### src/rtl/sipo_deser_if.sv
// Serial-in / parallel-out link bundle: serial bit side plus parallel word handshake.
// Latency: none, wires only.
// Backpressure: po_ready from the consumer; the serial side has no backpressure.
interface sipo_deser_if #(
  parameter int WIDTH = 4
);
  logic             si;
  logic             si_valid;
  logic             si_start;
  logic [WIDTH-1:0] po;
  logic             po_valid;
  logic             po_ready;

  // Producer of serial bits and consumer of words (e.g. the test harness or link front end)
  modport master (
    output si, si_valid, si_start, po_ready,
    input  po, po_valid
  );

  // The deserializer itself
  modport slave (
    input  si, si_valid, si_start, po_ready,
    output po, po_valid
  );
endinterface

### src/rtl/sipo_deser.sv
// Framed serial-to-parallel deserializer: collects WIDTH serial bits into a registered word.
// Latency: word visible the cycle after the edge sampling its last data bit (or parity bit).
// Backpressure: word held while po_valid & !po_ready; a word completing then is dropped and sets overflow.
// Optional feature macro PARITY_EN: adds one trailing even-parity bit per word and the parity_err pulse.
module sipo_deser #(
  parameter int WIDTH     = 4,
  parameter bit MSB_FIRST = 1'b1
) (
  input  logic               clk,
  input  logic               rst,
  sipo_deser_if.slave        bus,
  output logic               busy,
  output logic               overflow,
  input  logic               ovf_clr,
  output logic               frame_err,
  output logic               parity_err
);

  localparam int CW = $clog2(WIDTH + 1);
  localparam logic [CW-1:0] LAST = CW'(WIDTH - 1);
  localparam logic [CW-1:0] ONE  = CW'(1);

  typedef enum logic [1:0] {
    IDLE   = 2'd0,
    SHIFT  = 2'd1,
    PARITY = 2'd2
  } state_t;

  state_t           state, state_n;
  logic [CW-1:0]    cnt, cnt_n;
  logic [WIDTH-1:0] sh, sh_n;
  logic [WIDTH-1:0] shifted;
  logic [WIDTH-1:0] word;
  logic             done;
  logic             fe_n;
  logic [WIDTH-1:0] po_q;
  logic             po_valid_q;
  logic             overflow_q;
  logic             frame_err_q;

  // Shift register contents after taking in the current serial bit; the
  // direction decides whether the first bit ends up at the MSB or the LSB.
  assign shifted = MSB_FIRST ? {sh[WIDTH-2:0], bus.si} : {bus.si, sh[WIDTH-1:1]};

`ifdef PARITY_EN
  logic par_bad;
  logic parity_err_q;
`endif

  // Framing FSM: a start bit always begins a new word, aborting any partial one
  always_comb begin
    state_n = state;
    cnt_n   = cnt;
    sh_n    = sh;
    word    = sh;
    done    = 1'b0;
    fe_n    = 1'b0;
`ifdef PARITY_EN
    par_bad = 1'b0;
`endif
    if (bus.si_valid) begin
      if (bus.si_start) begin
        fe_n    = (state != IDLE);
        state_n = SHIFT;
        cnt_n   = ONE;
        sh_n    = shifted;
      end else begin
        case (state)
          SHIFT: begin
            sh_n = shifted;
            if (cnt == LAST) begin
`ifdef PARITY_EN
              state_n = PARITY;
              cnt_n   = cnt + ONE;
`else
              done    = 1'b1;
              word    = shifted;
              state_n = IDLE;
              cnt_n   = '0;
`endif
            end else begin
              cnt_n = cnt + ONE;
            end
          end
          PARITY: begin
            done    = 1'b1;
            word    = sh;
            state_n = IDLE;
            cnt_n   = '0;
`ifdef PARITY_EN
            par_bad = ^{sh, bus.si};
`endif
          end
          default: begin
            state_n = state;
          end
        endcase
      end
    end
  end

  // FSM state, bit count and shift register
  always_ff @(posedge clk) begin
    if (rst) begin
      state <= IDLE;
      cnt   <= '0;
      sh    <= '0;
    end else begin
      state <= state_n;
      cnt   <= cnt_n;
      sh    <= sh_n;
    end
  end

  // Output word register: load when the slot is free or being drained this
  // same edge; otherwise the held word wins and the new one is dropped.
  always_ff @(posedge clk) begin
    if (rst) begin
      po_q        <= '0;
      po_valid_q  <= 1'b0;
      overflow_q  <= 1'b0;
      frame_err_q <= 1'b0;
    end else begin
      frame_err_q <= fe_n;
      if (done && (!po_valid_q || bus.po_ready)) begin
        po_q       <= word;
        po_valid_q <= 1'b1;
      end else if (po_valid_q && bus.po_ready) begin
        po_valid_q <= 1'b0;
      end
      // A fresh drop takes priority over a clear on the same edge
      if (done && po_valid_q && !bus.po_ready) begin
        overflow_q <= 1'b1;
      end else if (ovf_clr) begin
        overflow_q <= 1'b0;
      end
    end
  end

`ifdef PARITY_EN
  // Parity error pulse, raised alongside completion of the offending word
  always_ff @(posedge clk) begin
    if (rst) begin
      parity_err_q <= 1'b0;
    end else begin
      parity_err_q <= done && par_bad;
    end
  end
  assign parity_err = parity_err_q;
`else
  assign parity_err = 1'b0;
`endif

  assign bus.po       = po_q;
  assign bus.po_valid = po_valid_q;
  assign busy         = (state != IDLE);
  assign overflow     = overflow_q;
  assign frame_err    = frame_err_q;

endmodule

### src/flat_wrapper.sv
// flat-port wrapper written by rule: the top's interface ports become plain ports
module sipo_deser_flat 
#(
  parameter int WIDTH     = 4,
  parameter bit MSB_FIRST = 1'b1
)
  (clk, rst, busy, overflow, ovf_clr, frame_err, parity_err, bus_si, bus_si_valid, bus_si_start, bus_po_ready, bus_po, bus_po_valid);
  sipo_deser_if #(.WIDTH(WIDTH)) bus_i ();
  input  logic clk;
  input  logic rst;
  output logic busy;
  output logic overflow;
  input  logic ovf_clr;
  output logic frame_err;
  output logic parity_err;
  input wire logic [$bits(bus_i.si)-1:0] bus_si;
  input wire logic [$bits(bus_i.si_valid)-1:0] bus_si_valid;
  input wire logic [$bits(bus_i.si_start)-1:0] bus_si_start;
  input wire logic [$bits(bus_i.po_ready)-1:0] bus_po_ready;
  output wire logic [$bits(bus_i.po)-1:0] bus_po;
  output wire logic [$bits(bus_i.po_valid)-1:0] bus_po_valid;
  assign bus_i.si = bus_si;
  assign bus_i.si_valid = bus_si_valid;
  assign bus_i.si_start = bus_si_start;
  assign bus_i.po_ready = bus_po_ready;
  assign bus_po = bus_i.po;
  assign bus_po_valid = bus_i.po_valid;
  sipo_deser #(.WIDTH(WIDTH), .MSB_FIRST(MSB_FIRST)) u_core (.clk(clk), .rst(rst), .bus(bus_i), .busy(busy), .overflow(overflow), .ovf_clr(ovf_clr), .frame_err(frame_err), .parity_err(parity_err));
endmodule
### config.mk
export PLATFORM = sky130hd
export DESIGN_NAME = sipo_deser_flat
export DESIGN_NICKNAME = d
export VERILOG_FILES = /design/src/rtl/sipo_deser_if.sv /design/src/rtl/sipo_deser.sv /design/src/flat_wrapper.sv
export SDC_FILE = /design/constraint.sdc
export NUM_CORES = 1
export LEC_CHECK = 0
export ABC_CLOCK_PERIOD_IN_PS = 1500
export CORE_MARGIN = 2
export CORE_UTILIZATION = 45
export CTS_CLUSTER_DIAMETER = 100
export CTS_CLUSTER_SIZE = 14
export DETAILED_ROUTE_END_ITERATION = 10
export GPL_ROUTABILITY_DRIVEN = 0
export PLACE_DENSITY_LB_ADDON = 0.2
export SYNTH_ARGS = -nofsm -noshare
export SYNTH_HDL_FRONTEND = slang
export SYNTH_SLANG_ARGS = --single-unit
### constraint.sdc
create_clock -name clk -period 1.5 [get_ports clk]
set_input_delay 0.225 -clock clk [delete_from_list [all_inputs] [get_ports clk]]
set_output_delay 0.225 -clock clk [all_outputs]
set_load 0.03 [all_outputs]
# Word level (Yosys, flattened, before mapping)
# Index checks and enable logic that the tools add are counted.
# word_totals
regBits	16
input_bits	7
output_inout_bits	9
word_cells	50
# classes
addsub	1
n_eq_ne	4
n_mux	20
n_bitwise	2
reduce_logical	16
# op_table
op	n
$mux W4	6
$reduce_bool A2 Y1	4
$mux W1	7
$mux W3	2
$pmux W3 S2	1
$logic_and A1 B1 Y1	4
$mux W2	2
$pmux W2 S2	1
$reduce_and A2 Y1	2
$add A3 B1 Y3 const B	1
$eq A3 B2 Y1 const B	1
$ne A3 B2 Y1 const B	1
$reduce_and A3 Y1	1
$reduce_bool A3 Y1	1
$reduce_or A3 Y1	1
$eq A2 B1 Y1 const B	1
$eq A2 B2 Y1 const B	1
$logic_not A1 Y1	2
$not A1 Y1	2
$pmux W1 S2	1
$logic_or A1 B1 Y1	1

# Longest topological paths before layout
# logic_depth
ltp_word	8
ltp_mapped	4
depth_no_buf	4

# Least setup slack after synthesis
# Ideal clock, no wire load.
# synth_path
path_type	reg-to-reg
startpoint	register u_core.state[0]
endpoint	register u_core.po_q[0], in the netlist u_core.bus.po[0]
setup_ns	0.072
arrival_time_ns	1.288
required_ns	1.428
slack_ns	0.140
path_stages_with_launch	4
path_buffers	0
synth_period_minus_slack_ns	1.360
cell_sequence	dfxtp_1 > nand2_1 > nor3b_4 > mux2i_1
# synth_between
elab_chain_cells	5
word_cells_on_any_way	9
cone_classes	eq/ne (2); mux (6); reduce/logical (1)
# synth_lines
item	line	source
start, declared	sipo_deser.sv:29	state_t state, state_n;
start signal, assigned	sipo_deser.sv:109	state <= state_n;
$eq A2 B2 Y1 or $eq A2 B1 Y1 (tied branches)	sipo_deser.sv:68	case (state)
$pmux W1 S2	sipo_deser.sv:68	
$mux W1	sipo_deser.sv:62	if (bus.si_start) begin
$mux W1	sipo_deser.sv:61	if (bus.si_valid) begin
$logic_and A1 B1 Y1	sipo_deser.sv:125	if (done && (!po_valid_q || bus.po_ready)) begin
end signal, assigned	sipo_deser.sv:126	po_q <= word;
end, declared	sipo_deser.sv:36	logic [WIDTH-1:0] po_q;
# Parallel ways exist; a longest one is shown, timed or not.
# A chain may end at the register's enable or synchronous reset.

# Final worst setup path
# layout_path
startpoint	register u_core.frame_err_q, in the netlist u_core.frame_err
endpoint	output frame_err
# layout_lines
item	line	source
start, declared	sipo_deser.sv:39	logic frame_err_q;
start signal, assigned	sipo_deser.sv:124	frame_err_q <= fe_n;
end, declared	flat_wrapper.sv:14	output logic frame_err;
# No word-level cell between the ends.

==> out/metrics.csv <==
metric;value;unit
num_vias;484;
power.leakage;0.4298;nW
synth_top_family_by_area;simple AND/OR/NAND/NOR gates;
layout_commonest_cell;dfxtp_1;
yosysTopAreaCell;dfxtp_1;
crit_family;buffers and inverters;
wl_per_cell;10.84;um
synth-seq-cells;14;
total_power;735.2;uW
cp.arrival;1.23;ns
placed_cells;94;
postCtsSetupBuffers;0;
final_cell_mix;dfxtp_1, or2b_2, mux2i_1, clkdlybuf4s50_1, buf_4;
cap_violations;0;
slew_viol_final;0;
synth_mux_area_share;10.75;%
min_period;1.459;ns
p_int;570.7;uW
ys_seq_area_share;42.99;%
firstDrtPassIters;3;
cp_slowest_stage_delay;0.66;ns
clock-root-buffer;clkbuf_4;
dieArea;1769;um2
clkSinkCount;14;
reg2reg_setup_slack;0.16;ns
grt_pass1_vias;451;
grt_pass1_wl;1.911;mm
grtUsageTotal;13.56;%
holdPathEnd;u_core.cnt[2];
outcome;finished clean;
avgSynthCellArea;10.35;um2
skew;0.01425;ns
synth_compound_area_share;8.445;%
die_y;42.06;um
crit_path_start_kind;flip-flop;
synthSimpleGateAreaFrac;31.29;%
cts_max_path_buffers;2;
crit_cells;1;
cp_max_fo;1;
synth_cells;63;
rr_endpoint;u_core.bus.po[3];
end_kind;output port;
cts_buffers;3;
nFillCells;117;
die_w;42.06;um
diodes;0;
ys_warn_count;0;
critical_path_buf_inv_count;1;
power.share.switching;22.38;%
ios;16;
hpwl;810.1;um
ant_nets;0;
multi_input_area;345.3;um2
min_from;u_core.cnt[2];
drtIter0Drc;3;
hold_depth;2;
start_util;48.87;%
p_comb_share;11.3;%
ff2ff_path_depth;3;
finalSetupViolations;0;
wl;1.062;mm
worst_ir_drop_vdd;468.3;uV
synthAdderAreaFrac;1.919;%
insertion_delay;0.28;ns
syn-cell-area;651.9;um2
hold_path_class;reg -> reg;
clk_pin_slew;0.10;ns
setup_ws;0.04053;ns
final_net_count;92;
p_per_area;839.5;nW/um2
cts_tree;yes;
hold_violations;0;
coreArea;1334;um2
grt_max_degree;14;
antenna_found_initial;0;
drive_above_1_share;28.92;%
seqPwrFrac;52.1;%
synthXorXnorAreaFrac;0;%
row_count;13;
avgViaCountPerCell;4.939;
p_sw;164.5;uW
r2r-start;u_core.cnt[2];
yosys-top-cells-area;dfxtp_1, mux2i_1, or2b_2, a21oi_1, nand2b_1;
pwr-share-clk;36.6;%
grt-ovfl-total;0;
seq_area;280.3;um2
cts_hold_buf;0;
pre_cts_ws;-0.2479;ns
rsz0062_at_grt;no;
numPortBuffers;14;
fmax;0.6852;GHz
cp_cell_sequence;clkdlybuf4s50_1;
yosysTopAreaCellShare;42.99;%
area_delta_synth_final;34.36;%
required;1.27;ns
cts.htree.levels;1;
synthDistinctLibCells;27;
criticalPathCategory;reg -> out;
synth_nets;71;
cp_slowest_cell;clkdlybuf4s50_1;
min_period_over_period;97.30;%
drc_errors;0;
fin_cells;98;
flip-flops by register name (all words and copies together) (netlist names):
name and cells:
u_core.bus.po 4, u_core.cnt 3, u_core.sh 3, u_core.bus.po_valid 1
u_core.frame_err 1, u_core.overflow 1, u_core.state 1
cells by family after synthesis:
| logic type | after synthesis |
|---|---|
| other | 1 |
| adders and majority gates | 1 |
| AOI/OAI and AO/OA | 8 |
| muxes | 7 |
| and+or+nand+nor | 28 |
| buffers and inverters | 4 |
| DFF | 14 |
repair_timing:
item,4_1_cts,5_1_grt
endpoints found under the setup margin,2,5
resized for setup,2,5
cloned,0,0
routing by layer:
metal  part of all wire, %  GRT usage, %  vias up
met3                   3.9         2.586        0
met1                    48         16.89      222
met2                    48         23.75        9
met5                     0             0        -
met4                     0         3.750        0
li1                      -             -      253
power by group through the flow:
stage	registers, mW	clock network (mW)	logic, mW
global placement	0.391	0	0.0837
CTS	0.383	0.272	0.0839
detailed placement	0.392	0	0.0848
global route	0.384	0.288	0.0920
floorplan	0.398	0	0.0419
finish	0.383	0.269	0.0830
cell type report:
class	count	area share, %
sequential	14	32.00
clock buffer	4	4.143
timing repair buffer	20	22.29
multi-input combinational	45	39.43
tap	15	2.143
worst max path at each step:
stage / start / end
global placement: bus_si_valid / u_core.bus.po[2]
CTS: u_core.bus.po_valid / bus_po_valid
global route: bus_si_valid / u_core.bus.po[0]
floorplan: u_core.state[0] / u_core.bus.po[0]
finish: u_core.frame_err / frame_err
detailed placement: bus_si_valid / u_core.bus.po[0]
metrics by stage:
step | instance area [um2] | hold slack [ns] | setup TNS [ns] | util (%)
3_3_place_gp | 829.5 | 0.4402 | -1.068 | 62.20
4_1_cts | 863.3 | 0.4722 | 0 | 64.73
2_1_floorplan | 651.9 | 0.3186 | 0 | -
6_report | 875.8 | 0.4688 | 0 | 65.67
5_1_grt | 875.8 | 0.4896 | 0 | 65.67
3_5_place_dp | 829.5 | 0.4571 | -1.173 | 62.20
synthesized netlist by cell type:
cell / number
or2_1: 1
or3b_4: 1
or2b_1: 1
clkbuf_1: 2
nor4_1: 1
and4b_2: 1
nor3b_4: 1
buf_4: 1
or2b_2: 8
nand3_1: 1
a31oi_1: 1
dfxtp_1: 14
nand2b_1: 3
buf_6: 1
o31ai_1: 1
nand2_1: 1
conb_1: 1
nor2b_1: 1
nor3_1: 1
o21ai_1: 1
mux2i_1: 7
or2_2: 1
or3b_2: 1
nor2_1: 5
a21oi_1: 4
ha_1: 1
o32ai_2: 1
(Power assumes the default switching activity.)
